`src/rtl/foo_stim_gen.sv`:
```
// ---------------------------------------------------------------------------
// foo_stim_gen
//
// Upstream stimulus source for one foo lane. Emits an arithmetic sequence of
// WIDTH-bit operands over a valid/ready handshake. Each run is started by
// 'start', is bounded to COUNT accepted samples, and can be restarted from
// DONE.
//
// Parameters:
//   WIDTH  operand width of 'a'
//   LANE   lane index, scales the first value
//   BASE   first value is (LANE+1)*BASE, truncated to WIDTH
//   STEP   increment between samples, modulo 2^WIDTH
//   COUNT  samples per run (0 means a run finishes without emitting anything)
//
// Ports:
//   clk         in   clock, all state updates on posedge
//   rst         in   asynchronous active-high reset
//   start       in   begin a run (ignored while a run is in progress)
//   ready       in   downstream accepts the current sample
//   valid       out  a / long_in hold a sample
//   a           out  current operand
//   long_in     out  {1'b0, a, a}, combinational from a
//   busy        out  high while a run is in progress
//   done        out  high once a run has completed
//   sent_count  out  samples accepted since the last start
//
// Build option:
//   FOO_STIM_READY_EN  when defined, 'ready' is honoured. When undefined,
//                      'ready' is treated as constant 1 and every valid cycle
//                      is an accepted beat.
// ---------------------------------------------------------------------------
module foo_stim_gen #(
    parameter int unsigned WIDTH = 64,
    parameter int unsigned LANE  = 0,
    parameter int unsigned BASE  = 5,
    parameter int unsigned STEP  = 10,
    parameter int unsigned COUNT = 4
) (
    input  logic               clk,
    input  logic               rst,
    input  logic               start,
    input  logic               ready,
    output logic               valid,
    output logic [WIDTH-1:0]   a,
    output logic [2*WIDTH:0]   long_in,
    output logic               busy,
    output logic               done,
    output logic [31:0]        sent_count
);

    // Product is formed at WIDTH bits so it wraps exactly like the truncated
    // full-precision value would.
    localparam logic [WIDTH-1:0] FIRST_VAL = WIDTH'(LANE + 1) * WIDTH'(BASE);
    localparam logic [WIDTH-1:0] STEP_VAL  = WIDTH'(STEP);
    localparam logic [31:0]      LAST_IDX  = COUNT - 1;

    typedef enum logic [1:0] {
        ST_IDLE,
        ST_RUN,
        ST_DONE
    } state_t;

    state_t           state_q, state_d;
    logic [WIDTH-1:0] a_q, a_d;
    logic             valid_q, valid_d;
    logic [31:0]      sent_q, sent_d;
    logic             ready_eff;
    logic             accept;

`ifdef FOO_STIM_READY_EN
    assign ready_eff = ready;
`else
    // The port stays connected but is forced to "always accept".
    assign ready_eff = ready | 1'b1;
`endif

    assign accept = valid_q & ready_eff;

    // Next-state logic. IDLE and DONE behave identically on start, so a
    // restart from DONE is indistinguishable from a fresh start. Data only
    // move on an accepted beat; a stalled beat leaves everything untouched.
    always_comb begin
        state_d = state_q;
        a_d     = a_q;
        valid_d = valid_q;
        sent_d  = sent_q;
        case (state_q)
            ST_IDLE, ST_DONE: begin
                if (start) begin
                    sent_d = '0;
                    if (COUNT != 0) begin
                        state_d = ST_RUN;
                        a_d     = FIRST_VAL;
                        valid_d = 1'b1;
                    end else begin
                        state_d = ST_DONE;
                    end
                end
            end
            ST_RUN: begin
                if (accept) begin
                    if (sent_q != '1) begin
                        sent_d = sent_q + 32'd1;
                    end
                    // The final beat retires the run and leaves 'a' at its
                    // last value rather than advancing past it.
                    if (sent_q == LAST_IDX) begin
                        valid_d = 1'b0;
                        state_d = ST_DONE;
                    end else begin
                        a_d = a_q + STEP_VAL;
                    end
                end
            end
            default: begin
                state_d = ST_IDLE;
                valid_d = 1'b0;
            end
        endcase
    end

    // State register; reset discards any partial run.
    always_ff @(posedge clk or posedge rst) begin
        if (rst) begin
            state_q <= ST_IDLE;
            a_q     <= '0;
            valid_q <= 1'b0;
            sent_q  <= '0;
        end else begin
            state_q <= state_d;
            a_q     <= a_d;
            valid_q <= valid_d;
            sent_q  <= sent_d;
        end
    end

    assign valid      = valid_q;
    assign a          = a_q;
    assign long_in    = {1'b0, a_q, a_q};
    assign busy       = (state_q == ST_RUN);
    assign done       = (state_q == ST_DONE);
    assign sent_count = sent_q;

endmodule
```
`config.mk`:
```
export PLATFORM = sky130hd
export DESIGN_NAME = foo_stim_gen
export DESIGN_NICKNAME = d
export VERILOG_FILES = /design/src/rtl/foo_stim_gen.sv
export SDC_FILE = /design/constraint.sdc
export NUM_CORES = 1
export LEC_CHECK = 0
export ABC_AREA = 1
export ABC_CLOCK_PERIOD_IN_PS = 7800
export CAP_MARGIN = 25
export CORE_UTILIZATION = 55
export CTS_CLUSTER_DIAMETER = 60
export DETAILED_ROUTE_END_ITERATION = 6
export DONT_BUFFER_PORTS = 1
export GPL_TIMING_DRIVEN = 0
export PLACE_DENSITY = 0.7
export SKIP_CTS_REPAIR_TIMING = 1
export SLEW_MARGIN = 20
export SYNTH_ARGS = -nofsm -noshare
export SYNTH_HDL_FRONTEND = slang
export SYNTH_SLANG_ARGS = --single-unit
export TNS_END_PERCENT = 30
```
`constraint.sdc`:
```
create_clock -name clk -period 7.8 [get_ports clk]
set_input_delay 0.78 -clock clk [delete_from_list [all_inputs] [get_ports clk]]
set_output_delay 0.78 -clock clk [all_outputs]
set_load 0.01 [all_outputs]
```
==> results of run 1 <==
[worst register-to-register path, delay by kind of cell (launching register included)]
family	cells	cell delay, ps
buffers and inverters	1	80
AND/OR/NAND/NOR	8	1380
adder cells (fa/ha/maj)	1	320
flip-flops	1	540
[cells in the final DEF (no fill, tap or decap), drive strengths merged, types with 7 or more instances in the layout]
cell    netlist  final
nor3         15     15
nand4        75     75
buf         147    148
xnor2        12     12
xor2         11     11
nand2       398    398
dfrtp        99     99
clkbuf        7     22
inv         111    111
nor2        181    181
o21bai        7      7
o21ai        82     82
nand3        68     68
[cells by family after synthesis]
family | after synthesis | synth area share
compound gates | 95 | 0.06560
xor+xnor | 23 | 0.02539
fa+ha+maj | 2 | 0.003154
buf+inv | 266 | 0.1948
flops | 99 | 0.3123
other cells | 1 | 0.0004727
simple gates | 741 | 0.3984
[metal layers]
metal,up-vias,global-route usage,share of wire
met5,-,0,0
met4,0,0.1273,0.027
met3,34,0.05618,0.081
met2,381,0.5427,0.45
met1,3700,0.4839,0.44
li1,3841,-,-
[worst paths after layout]
| check | start | cells past startpoint | to |
|---|---|---|---|
| hold reg to reg | state_q[0] | 1 | valid |
| setup reg to reg | a[1] | 10 | a[63] |
| max in group asynchronous | rst | 2 | a[38] |
| min in group clk | start | 1 | valid |
| setup / recovery | state_q[1] | 4 | busy |
| hold / removal | rst | 1 | a[7] |
[flip-flops by register name, summed over array words and instances, names as in the netlist]
register / flops
a: 64
sent_count: 32
state_q: 2
valid: 1
[final cells by class]
class,count,area (um2),share of cell area
well taps,180,225.2,0.02660
repair buffers,1,27.53,0.003251
flip-flops and latches,99,2477,0.2926
clock buffers,15,267.8,0.03162
clock inverters,1,7.507,0.0008867
inverters,112,426.7,0.05039
plain buffers,154,1124,0.1327
multi-input cells,862,3911,0.4619
[metrics by stage]
| stage | cell area (um2) | setup WS (ps) | util |
|---|---|---|---|
| after floorplan | 7934 | 4430 | - |
| after global placement | 8159 | 3131 | 0.5833 |
| final | 8467 | 5136 | 0.6053 |
| after CTS | 8467 | 5160 | 0.6053 |
| after global routing | 8467 | 5065 | 0.6053 |
| after detailed placement | 8192 | 5401 | 0.5856 |
[power by group through the flow]
stage / clock network (mW) / registers, mW / logic (mW)
floorplan: 0 / 0.854 / 1.02
global placement: 0 / 0.949 / 1.32
detailed placement: 0 / 0.952 / 1.35
CTS: 0.446 / 0.942 / 1.35
global route: 0.464 / 0.971 / 1.47
finish: 0.450 / 0.947 / 1.36
==> results.toml, run 1 <==
[status]
status = "complete, no violations"

[cts]
cts_buffers = 9
htreeDepth = 3
cts_buffer_depth = 2
path_clk_slew_ps = 80
insertion_delay_ps = 360
cts_tree = "built"
cts_root_buf = "clkbuf_16"
numClockSinks = 99

[routing]
drc_errors = 0
totalWireLength_mm = 25.53
drt-wirelength-per-cell_um = 17.93
drt_iter0_markers = 700
vias = 7956
first_pass_iters = 5
via_per_inst = 5.587
drtAntennaViolNets = 0

[synth]
synth-seq-cells = 99
syn_area_um2 = 7934
yosysUniqueCellTypes = 37
syn_nets = 1233
synth_warnings = 0
post_synth_inst_count = 1227
yosysMostFrequentCell = "nand2_1"
netlist_top_cells_area = "dfrtp_1 31%, nand2_1 19%, buf_4 13%"
synthFlopType = "dfrtp_1"
netlist.area_leader.share = 0.3123
synth_edf_count = 0
ys_seq_area_frac = 0.3123
async_reset_ff_frac = 1.000
yosysTopAreaCell = "dfrtp_1"
postSynthAreaPerCell_um2 = 6.466
ys_top_cells_by_count = "392 x nand2_1, 173 x nor2_1, 134 x buf_4"

[setup_path]
rrSetupSlack_ps = 5360
slowest_stage = "clkbuf_1"
worstPathCellList = "inv_1 -> nand2_2 -> inv_2 -> clkbuf_1"
cp_max_fo = 10
path_class = "reg -> out"
critPathCaptureType = "output port"
required_ps = 7020
start_kind = "flop"
arrival_ps = 1880
crit_buf_inv = 3
path_delay_family = "buffers and inverters"
critPathMaxStageDelay_ps = 650

[grt]
grt_pass1_vias = 6923
gr-usage-all-layers = 0.3478
grt_overflow_total = 0
grt_pass1_wl_mm = 38.71
grt_max_degree = 69
grt_antenna_before_repair = 0

[sta]
fin_tns_setup_ps = 0
slew_headroom = 0.4427
min_period_ps = 2664
period_share = 0.3415
rsz0062_at_grt = "false"
fmax_mhz = 375.4
slew_violations = 0
tightest_slew_ps = 836.0
skew_ps = 9.384
holdWs_ps = 250.2
setup_viol = 0
hold_viol_final = 0

[floorplan]
die_y_um = 122.1
ioPinCount = 232
rows = 43
core_um2 = 13990
die_w_um = 122.1
die_area_um2 = 14910
initial_core_util = 0.5672

[placement]
dp.cells = 1408
place_congestion = 1.019
dpl.hpwl_mm = 19.82
io_buffers = 0

[cells_and_area]
antenna_cells = 0
drive_gt1_frac = 0.1463
nets = 1245
fillCellCount = 1410
syn_to_final_growth_pct = 6.718
fin_cells = 1424

[run]
cap_violations = 0

[pwr]
internal_power_mw = 1.338
p_switching_mw = 1.416
leakage_nw = 3.860
power_frac_clock = 0.163
pwr-share-seq = 0.344
power_density_nw_per_um2 = 325.3
power.total_mw = 2.755
ir_drop_uv = 246.6
pwr-share-comb = 0.493
p_sw_frac = 0.5142

[min_path]
hold_class = "in -> async"
(Power assumes the default switching activity.)
==> run 2: changes to the inputs <==
--- a/config.mk
+++ b/config.mk
@@ -6,14 +6,14 @@
 export NUM_CORES = 1
 export LEC_CHECK = 0
 export ABC_AREA = 1
-export ABC_CLOCK_PERIOD_IN_PS = 7800
+export ABC_CLOCK_PERIOD_IN_PS = 2450
 export CAP_MARGIN = 25
 export CORE_UTILIZATION = 55
 export CTS_CLUSTER_DIAMETER = 60
 export DETAILED_ROUTE_END_ITERATION = 6
 export DONT_BUFFER_PORTS = 1
 export GPL_TIMING_DRIVEN = 0
-export PLACE_DENSITY = 0.7
+export PLACE_DENSITY = 0.73
 export SKIP_CTS_REPAIR_TIMING = 1
 export SLEW_MARGIN = 20
 export SYNTH_ARGS = -nofsm -noshare
==> constraint.sdc (replaced) <==
create_clock -name clk -period 2.45 [get_ports clk]
set_input_delay 0.245 -clock clk [delete_from_list [all_inputs] [get_ports clk]]
set_output_delay 0.245 -clock clk [all_outputs]
set_load 0.01 [all_outputs]
==> results.toml, run 2 (synthesis gave the netlist of run 1 again) <==
[cts]
path_clk_slew_ps = 70
htreeDepth = 3
cts_buffer_depth = 2
cts_tree = "built"
insertion_delay_ps = 360
numClockSinks = 99
cts_root_buf = "clkbuf_16"
cts_buffers = 9

[routing]
via_per_inst = 5.623
drt_iter0_markers = 826
totalWireLength_mm = 26.20
drc_errors = 6
drt-wirelength-per-cell_um = 18.35
vias = 8030
drtAntennaViolNets = 0
first_pass_iters = 7

[setup_path]
cp-endpoint = "a[4]"
critPathCaptureType = "flop"
worstPathCellList = "ha_1 -> inv_1 -> nor2_1 -> nand2_1 -> nor2_1 -> nand2_1 -> o21ai_2 -> nand2_4 -> clkbuf_1 -> o21ai_0"
slowest_stage = "clkbuf_1"
cp_max_fo = 10
r2r_start = "sent_count[0]"
arrival_ps = 2510
rrSetupSlack_ps = 140
r2r_end = "a[4]"
start_kind = "flop"
crit_path_start = "sent_count[0]"
path_class = "reg -> reg"
r2r_cells = 10
required_ps = 2650
critPathMaxStageDelay_ps = 540

[sta]
setup_viol = 0
skew_ps = 12.56
rsz0062_at_grt = "false"
slew_violations = 0
min_period_ps = 2313
finalWorstSetupSlack_ps = 137.0
slew_headroom = 0.4109
holdWs_ps = 201.4
hold_viol_final = 0
period_share = 0.9441
tightest_slew_ps = 883.7
fmax_mhz = 432.3
fin_tns_setup_ps = 0

[cells_and_area]
fin_cells = 1428
fillCellCount = 1416
largest_reg_flops = 64
final_common_cell = "nand2_1"
fin_area_um2 = 8596
drive_gt1_frac = 0.1530
final_core_util = 0.6145
nets = 1249
multi_input_area_um2 = 3916
ff_latch_area_um2 = 2480
antenna_cells = 0
final_cell_mix = "392 x nand2_1, 172 x nor2_1, 134 x buf_4"
syn_to_final_growth_pct = 8.342

[floorplan]
die_area_um2 = 14910
ioPinCount = 232
die_w_um = 122.1
core_um2 = 13990
rows = 43
initial_core_util = 0.5672
die_y_um = 122.1

[grt]
gr-usage-all-layers = 0.3595
grt_pass1_wl_mm = 39.61
grt_antenna_before_repair = 0
grt_overflow_total = 0
grt_max_degree = 33
grt_pass1_vias = 7174

[status]
violations = "design-rule violations"
status = "finished with violations"

[min_path]
hold_class = "in -> reg"
hold_depth = 2

[pwr]
ir_drop_uv = 908.2
power.total_mw = 9.124
leakage_nw = 3.911
power_density_nw_per_um2 = 1062

[placement]
dpl.hpwl_mm = 20.36
preCtsSetupSlack_ps = 47.13
placed_area_um2 = 8223
place_congestion = 0.9836
dp.cells = 1410
io_buffers = 0

[run]
cap_violations = 0
run 2: cell count changes in the layout (fill, tap and decap cells not counted), moves of 2 or more:
cell	previous run	this run
buf_12	0	3
bufinv_16	0	3
clkbuf_1	11	8
dfrtp_1	99	97
dfrtp_2	0	2
dlygate4sd3_1	0	2
run 2: metal layers:
metal,track usage,wire length (um),vias up
met5,0,0,-
met4,0.1616,942,0
met3,0.09551,2648,60
met2,0.5537,11740,434
met1,0.4714,10870,3712
li1,-,-,3824
run 2: worst min-delay path by stage:
stage / slack, ps / to / from
2_1_floorplan: 330 / state_q[1] / start
3_3_place_gp: 340 / valid / start
3_5_place_dp: 90 / a[5] / rst
4_1_cts: -300 / a[5] / rst
5_1_grt: 230 / a[0] / start
6_report: 200 / a[0] / start
run 2: final cells by class:
| class | instances | area share |
|---|---|---|
| Buffer | 154 | 0.1309 |
| Clock buffer | 12 | 0.02868 |
| Clock inverter | 4 | 0.01135 |
| Inverter | 112 | 0.04949 |
| Multi-Input combinational cell | 862 | 0.4556 |
| Sequential cell | 99 | 0.2885 |
| Tap cell | 180 | 0.02620 |
| Timing Repair Buffer | 5 | 0.009316 |
run 2: critical path: cells and delay by family (launching register included):
kind                     cells  cell delay, ps
adder cells (fa/ha/maj)      1             240
flip-flops                   1             480
buffers and inverters        2             690
AO/OA/AOI/OAI                2             320
AND/OR/NAND/NOR              5             430
run 2: power by group:
part           internal (mW)  switching (mW)
sequential              2.00            1.03
clock                   1.03           0.691
combinational           1.53            2.85
total                   4.56            4.57
==> run 3: changes to the inputs <==
--- a/config.mk
+++ b/config.mk
@@ -6,14 +6,15 @@
 export NUM_CORES = 1
 export LEC_CHECK = 0
 export ABC_AREA = 1
-export ABC_CLOCK_PERIOD_IN_PS = 2450
+export ABC_CLOCK_PERIOD_IN_PS = 2800
 export CAP_MARGIN = 25
+export CORE_MARGIN = 2
 export CORE_UTILIZATION = 55
 export CTS_CLUSTER_DIAMETER = 60
 export DETAILED_ROUTE_END_ITERATION = 6
 export DONT_BUFFER_PORTS = 1
 export GPL_TIMING_DRIVEN = 0
-export PLACE_DENSITY = 0.73
+export PLACE_DENSITY = 0.7
 export SKIP_CTS_REPAIR_TIMING = 1
 export SLEW_MARGIN = 20
 export SYNTH_ARGS = -nofsm -noshare
==> constraint.sdc (replaced) <==
create_clock -name clk -period 2.8 [get_ports clk]
set_input_delay 0.28 -clock clk [delete_from_list [all_inputs] [get_ports clk]]
set_output_delay 0.28 -clock clk [all_outputs]
set_load 0.01 [all_outputs]
==> results.toml, run 3 (synthesis gave the netlist of run 1 again) <==
[pwr]
pwr-share-seq = 0.342
p_switching_mw = 3.931
power.total_mw = 7.714
internal_power_mw = 3.783
ir_drop_uv = 446.1
p_sw_frac = 0.5096
power_frac_clock = 0.165
power_density_nw_per_um2 = 905.9
leakage_nw = 3.886
pwr-share-comb = 0.493

[setup_path]
worstPathCellList = "ha_1 -> inv_1 -> nand2_1 -> nand3_1 -> nor2_1 -> nand2_1 -> nor2_1 -> nand2_1 -> nand4_1 -> nand2_1"
path_common_cell = "nand2_1"
required_ps = 3040
path_class = "reg -> reg"
slowest_stage = "dfrtp_1"
cp_max_fo = 8
arrival_ps = 2730
critPathMaxStageDelay_ps = 550
start_kind = "flop"
r2r_start = "a[1]"
crit_path_start = "a[1]"
critPathCaptureType = "flop"

[floorplan]
rows = 43
core_um2 = 13990
die_area_um2 = 15400
ioPinCount = 232
die_y_um = 124.1
initial_core_util = 0.5672
die_w_um = 124.1

[routing]
drt_iter0_markers = 700
drtAntennaViolNets = 0
via_per_inst = 5.555
first_pass_iters = 6
totalWireLength_mm = 25.91
drc_errors = 0
drt-wirelength-per-cell_um = 18.19
vias = 7916

[cells_and_area]
nets = 1248
fin_area_um2 = 8516
fillCellCount = 1403
drive_gt1_frac = 0.1486
syn_to_final_growth_pct = 7.333
largest_reg_flops = 64
final_cell_mix = "392 x nand2_1, 173 x nor2_1, 134 x buf_4"
final_common_cell = "nand2_1"
ff_latch_area_um2 = 2477
antenna_cells = 0
final_core_util = 0.6088
multi_input_area_um2 = 3911
fin_cells = 1425

[sta]
slew_violations = 0
fmax_mhz = 401.9
hold_viol_final = 0
skew_ps = 6.632
setup_viol = 0
holdWs_ps = 5.611
rsz0062_at_grt = "false"
min_period_ps = 2488
period_share = 0.8886
slew_headroom = 0.4718
tightest_slew_ps = 792.4
fin_tns_setup_ps = 0
finalWorstSetupSlack_ps = 311.9

[cts]
htreeDepth = 3
cts_tree = "built"
numClockSinks = 99
insertion_delay_ps = 350
cts_buffer_depth = 2
cts_buffers = 9
cts_root_buf = "clkbuf_16"
path_clk_slew_ps = 70

[grt]
grt_antenna_before_repair = 0
grt_pass1_vias = 7083
gr-usage-all-layers = 0.3367
grt_overflow_total = 0
grt_pass1_wl_mm = 38.83
grt_max_degree = 33

[placement]
dpl.hpwl_mm = 20.36
place_congestion = 0.9565
io_buffers = 0
placed_area_um2 = 8223
dp.cells = 1410
preCtsSetupSlack_ps = 335.4

[min_path]
worstHoldStart = "start"
hold_class = "in -> reg"

[run]
cap_violations = 0

[status]
status = "complete, no violations"
## run 3: area by class of cell
cell class / count / area share
multi-input cells: 862 / 0.4593
flip-flops and latches: 99 / 0.2909
plain buffers: 154 / 0.1319
inverters: 112 / 0.04996
clock buffers: 11 / 0.02850
well taps: 180 / 0.02645
repair buffers: 4 / 0.008228
clock inverters: 3 / 0.004702
## run 3: final timing paths
path / endpoint / slack, ps / depth (start not counted)
worst max-delay path: a[63] / 310 / 10
worst min-delay path: state_q[1] / 6 / 1
worst max register to register: a[63] / 310 / 10
worst min register to register: state_q[1] / 570 / 1
max in group asynchronous: sent_count[7] / 1690 / 4
min in group asynchronous: a[14] / 400 / 2
## run 3: worst max-delay path: cells and delay by family, from the launching register on
family        cells  cell delay [ps]
simple gates      8             1400
flops             1              550
fa+ha+maj         1              330
buf+inv           1               90
## run 3: per-layer routing
metal	global-route usage	vias up	wire length [um]
li1	-	3823	-
met1	0.4478	3665	10810
met2	0.5338	381	12040
met3	0.07280	47	2317
met4	0.1348	0	746
met5	0	-	0
## run 3: power groups by stage
stage | sequential [mW] | combinational [mW] | clock [mW]
final | 2.64 | 3.80 | 1.27
after global routing | 2.72 | 4.13 | 1.34
after CTS | 2.63 | 3.77 | 1.27
after detailed placement | 2.66 | 3.77 | 0
after global placement | 2.65 | 3.70 | 0
after floorplan | 2.38 | 2.85 | 0
